**src/rtl/pc_gen.sv**
```systemverilog
// pc_gen: program-counter generator for the single-cycle MIPS core.
// Owns the PC register, selects the next PC from the decoded instruction
// fields, and tracks call history in a small circular return-address stack
// so that jr $ra returns can be cross-checked against the matching jal.
module pc_gen #(
  parameter int unsigned      WIDTH     = 32,
  parameter logic [WIDTH-1:0] RESET_PC  = WIDTH'(32'h0000_3000),
  parameter int unsigned      RAS_DEPTH = 4
) (
  input  logic                         clk,
  input  logic                         reset,
  input  logic                         stall,
  input  logic [2:0]                   npc_sel,
  input  logic                         zero,
  input  logic [15:0]                  imm16,
  input  logic [25:0]                  instr_index,
  input  logic [WIDTH-1:0]             jr_target,
  input  logic                         jr_is_ra,
  output logic [WIDTH-1:0]             pc,
  output logic [WIDTH-1:0]             pc_plus4,
  output logic [WIDTH-1:0]             next_pc,
  output logic                         pc_misalign,
  output logic [$clog2(RAS_DEPTH):0]   ras_count,
  output logic [WIDTH-1:0]             ras_top,
  output logic                         ras_mismatch,
  output logic                         ras_underflow
);

  localparam int unsigned PTR_W = $clog2(RAS_DEPTH);
  localparam int unsigned CNT_W = PTR_W + 1;
  localparam int unsigned EXT_W = WIDTH - 18;

  localparam logic [CNT_W-1:0] DEPTH_CNT = CNT_W'(RAS_DEPTH);

  // npc_sel encodings; anything not listed falls back to sequential
  localparam logic [2:0] SEL_SEQ = 3'b000;
  localparam logic [2:0] SEL_BEQ = 3'b001;
  localparam logic [2:0] SEL_J   = 3'b010;
  localparam logic [2:0] SEL_JAL = 3'b011;
  localparam logic [2:0] SEL_JR  = 3'b100;

  logic [WIDTH-1:0] br_offset;
  logic [WIDTH-1:0] br_target;
  logic [WIDTH-1:0] jmp_target;

  logic [WIDTH-1:0] ras_mem [RAS_DEPTH];
  logic [PTR_W-1:0] ras_ptr;
  logic [PTR_W-1:0] ras_ptr_nxt;
  logic [PTR_W-1:0] push_idx;
  logic [CNT_W-1:0] ras_count_nxt;
  logic             mismatch_nxt;
  logic             underflow_nxt;

  logic is_jal;
  logic is_ret;
  logic ras_empty;
  logic do_push;
  logic do_pop;
  logic do_underflow;

  // Target arithmetic: link value, word-scaled signed branch offset, pseudo-direct jump
  assign pc_plus4   = pc + WIDTH'(4);
  assign br_offset  = {{EXT_W{imm16[15]}}, imm16, 2'b00};
  assign br_target  = pc_plus4 + br_offset;
  assign jmp_target = {pc_plus4[WIDTH-1:28], instr_index, 2'b00};

  // Misalignment can only enter through jr; it is flagged, never repaired
  assign pc_misalign = (pc[1:0] != 2'b00);

  // Next-PC selection; still evaluated while stalled
  always_comb begin
    next_pc = pc_plus4;
    case (npc_sel)
      SEL_SEQ: next_pc = pc_plus4;
      SEL_BEQ: next_pc = zero ? br_target : pc_plus4;
      SEL_J:   next_pc = jmp_target;
      SEL_JAL: next_pc = jmp_target;
      SEL_JR:  next_pc = jr_target;
      default: next_pc = pc_plus4;
    endcase
  end

  // RAS operation decode; a stalled instruction has no side effects
  assign is_jal       = (npc_sel == SEL_JAL);
  assign is_ret       = (npc_sel == SEL_JR) && jr_is_ra;
  assign ras_empty    = (ras_count == '0);
  assign do_push      = !stall && is_jal;
  assign do_pop       = !stall && is_ret && !ras_empty;
  assign do_underflow = !stall && is_ret && ras_empty;
  assign push_idx     = ras_ptr + PTR_W'(1);

  // RAS next-state: pointer tracks the top entry; a push when full wraps onto the oldest
  always_comb begin
    ras_ptr_nxt   = ras_ptr;
    ras_count_nxt = ras_count;
    mismatch_nxt  = 1'b0;
    underflow_nxt = 1'b0;
    if (do_push) begin
      ras_ptr_nxt = push_idx;
      if (ras_count != DEPTH_CNT) begin
        ras_count_nxt = ras_count + CNT_W'(1);
      end
    end else if (do_pop) begin
      ras_ptr_nxt   = ras_ptr - PTR_W'(1);
      ras_count_nxt = ras_count - CNT_W'(1);
      mismatch_nxt  = (ras_mem[ras_ptr] != jr_target);
    end else if (do_underflow) begin
      underflow_nxt = 1'b1;
    end
  end

  // PC and RAS control registers; reset overrides stall
  always_ff @(posedge clk) begin
    if (reset) begin
      pc            <= RESET_PC;
      ras_ptr       <= '0;
      ras_count     <= '0;
      ras_mismatch  <= 1'b0;
      ras_underflow <= 1'b0;
    end else begin
      if (!stall) begin
        pc <= next_pc;
      end
      ras_ptr       <= ras_ptr_nxt;
      ras_count     <= ras_count_nxt;
      ras_mismatch  <= mismatch_nxt;
      ras_underflow <= underflow_nxt;
    end
  end

  // RAS storage; contents are left as-is on reset since count gates visibility
  always_ff @(posedge clk) begin
    if (!reset && do_push) begin
      ras_mem[push_idx] <= pc_plus4;
    end
  end

  // Top-of-stack view, zero when nothing has been recorded
  assign ras_top = ras_empty ? '0 : ras_mem[ras_ptr];

endmodule
```
**config.mk**
```make
export PLATFORM = sky130hd
export DESIGN_NAME = pc_gen
export DESIGN_NICKNAME = d
export VERILOG_FILES = /design/src/rtl/pc_gen.sv
export SDC_FILE = /design/constraint.sdc
export NUM_CORES = 1
export LEC_CHECK = 0
export CAP_MARGIN = 20
export CORE_MARGIN = 3
export CORE_UTILIZATION = 40
export CTS_CLUSTER_DIAMETER = 60
export DETAILED_ROUTE_END_ITERATION = 10
export MAX_ROUTING_LAYER = met4
export PLACE_DENSITY = 0.75
export SETUP_SLACK_MARGIN = 0.15
export SYNTH_ARGS = -nofsm -noshare
export SYNTH_HDL_FRONTEND = slang
export SYNTH_SLANG_ARGS = --single-unit
```
**constraint.sdc**
```tcl
create_clock -name clk -period 7.8 [get_ports clk]
set_input_delay 1.56 -clock clk [delete_from_list [all_inputs] [get_ports clk]]
set_output_delay 1.56 -clock clk [all_outputs]
set_load 0.05 [all_outputs]
```
* Word level (Yosys, flattened, before mapping) *
Memory sizes are Yosys's and may differ from the RTL's. A register that Yosys moved wholly into a read port is not among the register bits.
Cells that the tools add are included.

storage, ports and cells
  register bits after elaboration = 39
  bits of input ports = 82
  output and inout port bits = 134
  RAM bits = 128
  word-level logic and storage cells = 49
  memories kept = 1

memory list
  name     depth  bits a word  rd ports  clocked after memory_dff  write ports  line  source
  ras_mem  4      32           1         1                         1            46    logic [WIDTH-1:0] ras_mem [RAS_DEPTH];

operators by class
  bitwise logic cells = 1
  muxes and demuxes = 13
  $add $sub $neg = 6
  reduce and logical (&&, ||, !) cells = 16
  equality and inequality tests = 7

operators by type and width
  kind                     number
  $pmux W32 S3             1
  $mux W32                 2
  $add A32 B3 Y32 const B  1
  $add A32 B32 Y32         1
  $ne A32 B32 Y1           1
  $mux W3                  3
  $mux W2                  4
  $eq A3 B2 Y1 const B     2
  $logic_and A1 B1 Y1      6
  $reduce_or A3 Y1         2
  $reduce_bool A2 Y1       2
  $add A3 B1 Y3 const B    1
  $eq A3 B1 Y1 const B     1
  $eq A3 B3 Y1 const B     1
  $logic_not A1 Y1         3
  $logic_not A3 Y1         1
  $mux W1                  3
  $ne A3 B3 Y1 const B     1
  $sub A3 B1 Y3 const B    1
  $add A2 B1 Y2 const B    1
  $ne A2 B1 Y1 const B     1
  $reduce_and A2 Y1        1
  $reduce_or A2 Y1         1
  $sub A2 B1 Y2 const B    1
  $not A1 Y1               1

* Longest topological paths before layout *
Gate-level depths: netlist (run 1).

  depth after elaboration = 8
  mapped depth = 18
  depth with buffers taken out = 16

* Least setup slack after synthesis (run 1) *
OpenSTA, ideal clock, no wires.

  path type = register to output
  start point = register pc[3]
  end point = output next_pc[24]
  arrival = 5.782 ns
  slack = 0.458 ns
  required time = 6.240 ns
  cell stages (with the launch flop) = 17
  cells stage by stage = dfxtp_1 > ha_1 > nand3_1 > nor2_1 > and2_1 > clkbuf_1 > nand3_1 > xnor2_1 > ha_1 > and2_1 > a21oi_1 > o21ai_0 > o21ba_2 > o221ai_1 > xor2_1 > nor2_1 > nor4_1

between the ends
  word-level cells in the longest chain between the ends = 4

ends and longest elaborated chain
  what                    line  source
  start, declared         19    output logic [WIDTH-1:0] pc,
  start signal, assigned  122   pc <= next_pc;
  $add A32 B3 Y32         62    assign pc_plus4 = pc + WIDTH'(4);
  via pc_plus4[12]        20    output logic [WIDTH-1:0] pc_plus4,
  $add A32 B32 Y32        64    assign br_target = pc_plus4 + br_offset;
  $mux W32                75    SEL_BEQ: next_pc = zero ? br_target : pc_plus4;
  $pmux W32 S3            73    case (npc_sel)
  end, declared           21    output logic [WIDTH-1:0] next_pc,

The timed path passes the listed nets, and every way through them passes these cells.

* Worst setup path after layout (run 1) *
  start point = input imm16[15]
  end point = output next_pc[31]

between the ends
  word-level cells in the longest chain between the ends = 3

ends and longest elaborated chain
  what              line  source
  start, declared   15    input logic [15:0] imm16,
  $add A32 B32 Y32  64
  $mux W32          75
  $pmux W32 S3      73

Every way passes these cells.

==> results of run 1 <==
Yosys cell counts, drive strengths merged (26+ instances only):
cell | count | area share [%]
a21oi | 59 | 3.0
mux4 | 32 | 7.3
xnor2 | 65 | 5.7
nand3 | 26 | 1.3
o21ai | 43 | 2.2
edfxtp | 128 | 39
ha | 41 | 5.2
dfxtp | 41 | 8.3
clkbuf | 30 | 1.5
nor2 | 48 | 1.8
nand2 | 75 | 2.9
nor2b | 37 | 2.3
metrics by stage:
| stage | worst slack [ns] | utilization (%) |
|---|---|---|
| 6_report | 0.6825 | 55.01 |
| 2_1_floorplan | 0.4579 | - |
| 4_1_cts | 0.7486 | 54.99 |
| 3_5_place_dp | 0.7699 | 52.22 |
| 5_1_grt | 0.5075 | 55.01 |
| 3_3_place_gp | 0.8049 | 52.22 |
report_power, final:
group | leakage, uW | switching [uW] | internal [uW] | total [uW]
clock | 0.000312 | 408 | 524 | 933
sequential | 0.00152 | 22.1 | 984 | 1010
combinational | 0.00285 | 449 | 256 | 705
layout make-up:
| class | instances | share of cell area (%) |
|---|---|---|
| Antenna cell | 2 | 0.03808 |
| Clock buffer | 17 | 3.237 |
| Clock inverter | 15 | 1.790 |
| Inverter | 17 | 0.4855 |
| Multi-Input combinational cell | 654 | 37.81 |
| Sequential cell | 169 | 35.51 |
| Tap cell | 319 | 3.037 |
| Timing Repair Buffer | 245 | 18.09 |
final timing paths:
check             cells after the start  startpoint          end
hold reg to reg                       2       pc[8]        pc[8]
setup / recovery                     11   imm16[15]  next_pc[31]
setup reg to reg                     18       pc[3]       pc[31]
hold / removal                        2       pc[8]        pc[8]
cells by family after synthesis:
logic type | Yosys count
mux | 38
fa+ha+maj | 43
flops | 169
buf+inv | 58
xor+xnor | 87
compound gates | 212
simple gates | 274
worst min-delay path: cells and delay by family, from the launching register on:
| kind | cells | cell delay (ns) |
|---|---|---|
| flip-flops | 1 | 0.35 |
| AO/OA/AOI/OAI | 1 | 0.05 |
| AND/OR/NAND/NOR | 1 | 0.08 |
flip-flops by register name, summed over array words and instances, names as in the netlist, named ones only:
name,cells
pc,32
ras_count,3
ras_mem,128
ras_mismatch,1
ras_ptr,2
ras_underflow,1
routing by layer:
metal | global-route usage (%) | vias up | wire [um]
met1 | 33.83 | 4046 | 13430
met2 | 38.97 | 477 | 15650
met5 | - | - | 0
li1 | - | 3794 | -
met3 | 4.717 | 62 | 2792
met4 | 8.497 | 0 | 956
==> flow_summary.json, run 1 <==
{
  "synth_compound_area_share_pct": 14.59,
  "grt_pass1_vias": 8080,
  "setup_viol_count_final": 0,
  "vias": 8379,
  "cts_root_buf": "clkbuf_16",
  "cap_viol_max_count": 0,
  "worst_pin_slew_ns": 0.9633,
  "grt-ovfl-total": 0,
  "ir_worst_vdd_mv": 0.1557,
  "post_cts_buffers": 0,
  "ios": 216,
  "grt_use_total_pct": 25.27,
  "p_per_area_nw_per_um2": 201.2,
  "clock_path_buffers": 2,
  "cts_resized": 0,
  "synth_edf_count": 128,
  "finalNetCount": 1229,
  "final_cells": 1438,
  "multi_input_area_um2": 4970,
  "netlist_area_um2": 9904,
  "synth_mux_area_share_pct": 7.908,
  "grt_pass1_wl_mm": 49.01,
  "crit_type": "in -> out",
  "via_per_inst": 5.827,
  "r2r_slack_ns": 3.44,
  "path_delay_family": "buffers and inverters",
  "path_buf_inv": 2,
  "cts_hold_buf": 0,
  "synth-seq-cells": 169,
  "dp_hpwl_mm": 24.98,
  "fin_crit_sh_pct": 91.25,
  "min_path_type": "reg -> reg",
  "synth_top_family_by_area": "compound AO/OA/AOI/OAI gates",
  "final.min_clock_period_ns": 7.117,
  "relSlewSlack_pct": 35.64,
  "arrival_ns": 5.56,
  "synthSimpleGateAreaFrac_pct": 14.25,
  "p_leak_uw": 0.004681,
  "hold_ws_ns": 0.5187,
  "dieArea_um2": 26680,
  "remaining_drc_errors": 0,
  "numPortBuffers": 215,
  "htreeDepth": 4,
  "grt_antenna_before_repair": 2,
  "initial_utilization_pct": 41.45,
  "placed_area_um2": 12480,
  "rows": 56,
  "post_synth_num_cell_types": 70,
  "async_reset_ff_share_pct": 0,
  "critPathMaxFanout": 16,
  "end_kind": "output pin",
  "finalHoldViolCount": 0,
  "place_inst": 1404,
  "drtIter0Drc": 920,
  "tns_ns": 0,
  "regArea_um2": 4667,
  "synth_xor_area_share_pct": 7.769,
  "postSynthAreaPerCell_um2": 11.24,
  "skew_ns": 0.01448,
  "ant_nets": 0,
  "power_uw": 2644,
  "critPathRequiredTime_ns": 6.24,
  "crit_chain": "clkdlybuf4s50_1 -> ha_1 -> a21o_1 -> nor4_1 -> nor2_1 -> o2111ai_1 -> o21ai_0 -> or3_1 -> a21o_1 -> nand3_1 -> clkdlybuf4s50_1",
  "fmax_mhz": 140.5,
  "routed_wl_mm": 32.83,
  "clock_latency_ns": 0.44,
  "die_y_um": 163.4,
  "cts_tree": "yes",
  "final_area_um2": 13140,
  "status": "finished clean",
  "syn_nets": 1006,
  "clk_pin_slew_ns": 0.08,
  "fill_cells": 2027,
  "core-area_um2": 23890,
  "synth_adder_area_share_pct": 5.584,
  "grt_max_degree": 44,
  "first_pass_iters": 6,
  "layout_commonest_cell": "clkdlybuf4s50_1",
  "synth_cells": 881,
  "yosys_warnings": 0,
  "place.gp.congestion": 0.9328,
  "seq_area_frac_synth_pct": 47.09,
  "cp-start-kind": "input pin",
  "synth_flop_cell": "edfxtp_1",
  "cts-buffers-inserted": 17,
  "clock-sinks": 169,
  "drive_above_1_share_pct": 11.46,
  "area_delta_synth_final_pct": 32.69,
  "rsz0062_at_grt": "no",
  "die_x_um": 163.4,
  "worst_path_largest_cell_delay_ns": 0.81,
  "layout_common_cells": "clkdlybuf4s50_1, edfxtp_1, nand2_1",
  "drt-wirelength-per-cell_um": 22.83,
  "slew_violations": 0,
  "critPathSlowestCell": "clkdlybuf4s50_1"
}
No activity file was read; power rests on OpenSTA's default activity.
==> inputs of run 2 (changes only) <==
--- a/config.mk
+++ b/config.mk
@@ -6,13 +6,14 @@
 export NUM_CORES = 1
 export LEC_CHECK = 0
 export CAP_MARGIN = 20
-export CORE_MARGIN = 3
+export CORE_MARGIN = 4
 export CORE_UTILIZATION = 40
 export CTS_CLUSTER_DIAMETER = 60
 export DETAILED_ROUTE_END_ITERATION = 10
 export MAX_ROUTING_LAYER = met4
 export PLACE_DENSITY = 0.75
 export SETUP_SLACK_MARGIN = 0.15
+export SLEW_MARGIN = 20
 export SYNTH_ARGS = -nofsm -noshare
 export SYNTH_HDL_FRONTEND = slang
 export SYNTH_SLANG_ARGS = --single-unit
==> run 2 against run 1 <==
- first-iteration DRC count is 6.5% higher
- sequential power is essentially flat
- register-to-register slack got worse by 0.08 ns
- cell area decreased by 0.17%
- clock-buffer cell count is the same
- cell count up 0.42%
- combinational power hardly changed
- global-route usage fell by 0.54 points
- power shrank 1.4%
- die area is 2.5% higher
- critical path type is now reg -> out
==> flow_summary.json, run 2 (synthesis results as in run 1) <==
{
  "drt-wirelength-per-cell_um": 22.94,
  "fill_cells": 2049,
  "clk_pin_slew_ns": 0.08,
  "crit_type": "reg -> out",
  "rr_worst_depth": 14,
  "drive_above_1_share_pct": 11.54,
  "utilization_pct": 53.95,
  "clock-sinks": 169,
  "htreeDepth": 4,
  "clock_latency_ns": 0.43,
  "cp-startpoint": "pc[4]",
  "ant_nets": 0,
  "vias": 8279,
  "core-area_um2": 24320,
  "layout_commonest_cell": "clkdlybuf4s50_1",
  "ios": 216,
  "min_path_type": "reg -> reg",
  "met2_usage_pct": 38.51,
  "final_area_um2": 13120,
  "largest_register_ffs": 128,
  "drtIter0Drc": 980,
  "r2r_slack_ns": 3.36,
  "cts_resized": 0,
  "grt_max_degree": 43,
  "post_cts_buffers": 0,
  "first_pass_iters": 6,
  "rsz0062_at_grt": "no",
  "grt_pass1_vias": 8008,
  "cap_viol_max_count": 0,
  "grt-ovfl-total": 0,
  "routed_wl_mm": 33.13,
  "p_per_area_nw_per_um2": 198.8,
  "final.min_clock_period_ns": 7.092,
  "die_x_um": 165.4,
  "cts_hold_buf": 0,
  "dieArea_um2": 27340,
  "initial_utilization_pct": 40.73,
  "place.gp.congestion": 0.9441,
  "critPathMaxFanout": 8,
  "top_register": "ras_mem",
  "tns_ns": 0,
  "cts_tree": "yes",
  "crit_end": "next_pc[29]",
  "grt_use_total_pct": 24.73,
  "arrival_ns": 5.53,
  "use_met1_pct": 33.31,
  "critPathRequiredTime_ns": 6.24,
  "placed_area_um2": 12490,
  "numPortBuffers": 215,
  "busiest_layer": "met2",
  "grt_antenna_before_repair": 1,
  "r2r_end": "pc[31]",
  "dp_hpwl_mm": 25.22,
  "place_inst": 1410,
  "regArea_um2": 4667,
  "layout_common_cells": "clkdlybuf4s50_1, edfxtp_1, nand2_1",
  "reg2reg_from": "pc[4]",
  "ir_worst_vdd_mv": 0.1267,
  "fin_crit_sh_pct": 90.92,
  "cp-start-kind": "flop",
  "fmax_mhz": 141.0,
  "status": "finished clean",
  "grt_pass1_wl_mm": 48.52,
  "cts_root_buf": "clkbuf_16",
  "setup_viol_count_final": 0,
  "met3_usage_pct": 2.606,
  "rows": 57,
  "worst_pin_slew_ns": 0.9343,
  "area_delta_synth_final_pct": 32.47,
  "cts-buffers-inserted": 17,
  "finalNetCount": 1230,
  "skew_ns": 0.01327,
  "end_kind": "output pin",
  "remaining_drc_errors": 0,
  "finalHoldViolCount": 0,
  "clock_path_buffers": 2,
  "via_per_inst": 5.733,
  "final_cells": 1444,
  "reg_top3": "ras_mem: 128 flops, pc: 32 flops, ras_count: 3 flops",
  "multi_input_area_um2": 4970,
  "p_leak_uw": 0.004683,
  "relSlewSlack_pct": 37.58,
  "die_y_um": 165.4,
  "slew_violations": 0
}
[run 2: how the worst min path moves through the flow]
stage | cells past startpoint | slack [ns] | startpoint | end
3_3_place_gp | 2 | 0.50 | pc[8] | pc[8]
6_report | 2 | 0.53 | pc[8] | pc[8]
2_1_floorplan | 2 | 0.56 | ras_ptr[1] | flop
3_5_place_dp | 2 | 0.52 | pc[8] | pc[8]
5_1_grt | 2 | 0.55 | pc[8] | pc[8]
4_1_cts | 2 | 0.53 | pc[8] | pc[8]
[run 2: per-layer routing]
layer  part of all wire [%]  wire, um
met5                      0         0
met3                    8.1      2697
met4                    3.6      1200
met1                     41     13660
met2                     47     15580
[run 2: layout make-up]
class / instances / share of cell area, %
Clock buffer: 17 / 3.242
Antenna cell: 2 / 0.03815
Inverter: 17 / 0.4864
Tap cell: 324 / 3.090
Clock inverter: 15 / 1.516
Multi-Input combinational cell: 654 / 37.88
Timing Repair Buffer: 246 / 18.18
Sequential cell: 169 / 35.57
[run 2: where the power goes]
group / switching, uW / internal (uW) / total, uW
clock: 403 / 494 / 897
sequential: 22.1 / 985 / 1010
combinational: 448 / 257 / 705
total: 873 / 1740 / 2610
[run 2: critical path: stages (launching register included)]
cell and delay, ns:
dfxtp_1 0.44, nand4_1 0.18, nor2_1 0.56, nand3_1 0.17, xnor2_1 0.72, ha_1 0.41, and3_1 0.21, nand2_1 0.07
a21o_1 0.14, nand2_1 0.09, a41oi_2 0.27, o21bai_1 0.16, a211o_1 0.30, mux2_2 0.29, nor3_1 0.23, clkdlybuf4s50_1 0.85
[run 2: metrics by stage]
stage | hold slack, ns | total power [uW] | setup slack (ns)
2_1_floorplan | 0.5552 | 1468 | 0.4579
3_3_place_gp | 0.4981 | 1723 | 0.8098
3_5_place_dp | 0.5183 | 1725 | 0.8244
4_1_cts | 0.5291 | 2613 | 0.6986
5_1_grt | 0.5522 | 2694 | 0.3741
6_report | 0.5263 | 2608 | 0.7081
==> inputs of run 3 (changes only) <==
--- a/config.mk
+++ b/config.mk
@@ -8,7 +8,7 @@
 export CAP_MARGIN = 20
 export CORE_MARGIN = 4
 export CORE_UTILIZATION = 40
-export CTS_CLUSTER_DIAMETER = 60
+export CTS_CLUSTER_DIAMETER = 120
 export DETAILED_ROUTE_END_ITERATION = 10
 export MAX_ROUTING_LAYER = met4
 export PLACE_DENSITY = 0.75
==> results of run 3 <==
Same layout as run 2: the final DEF is identical, and so are final timing and power.
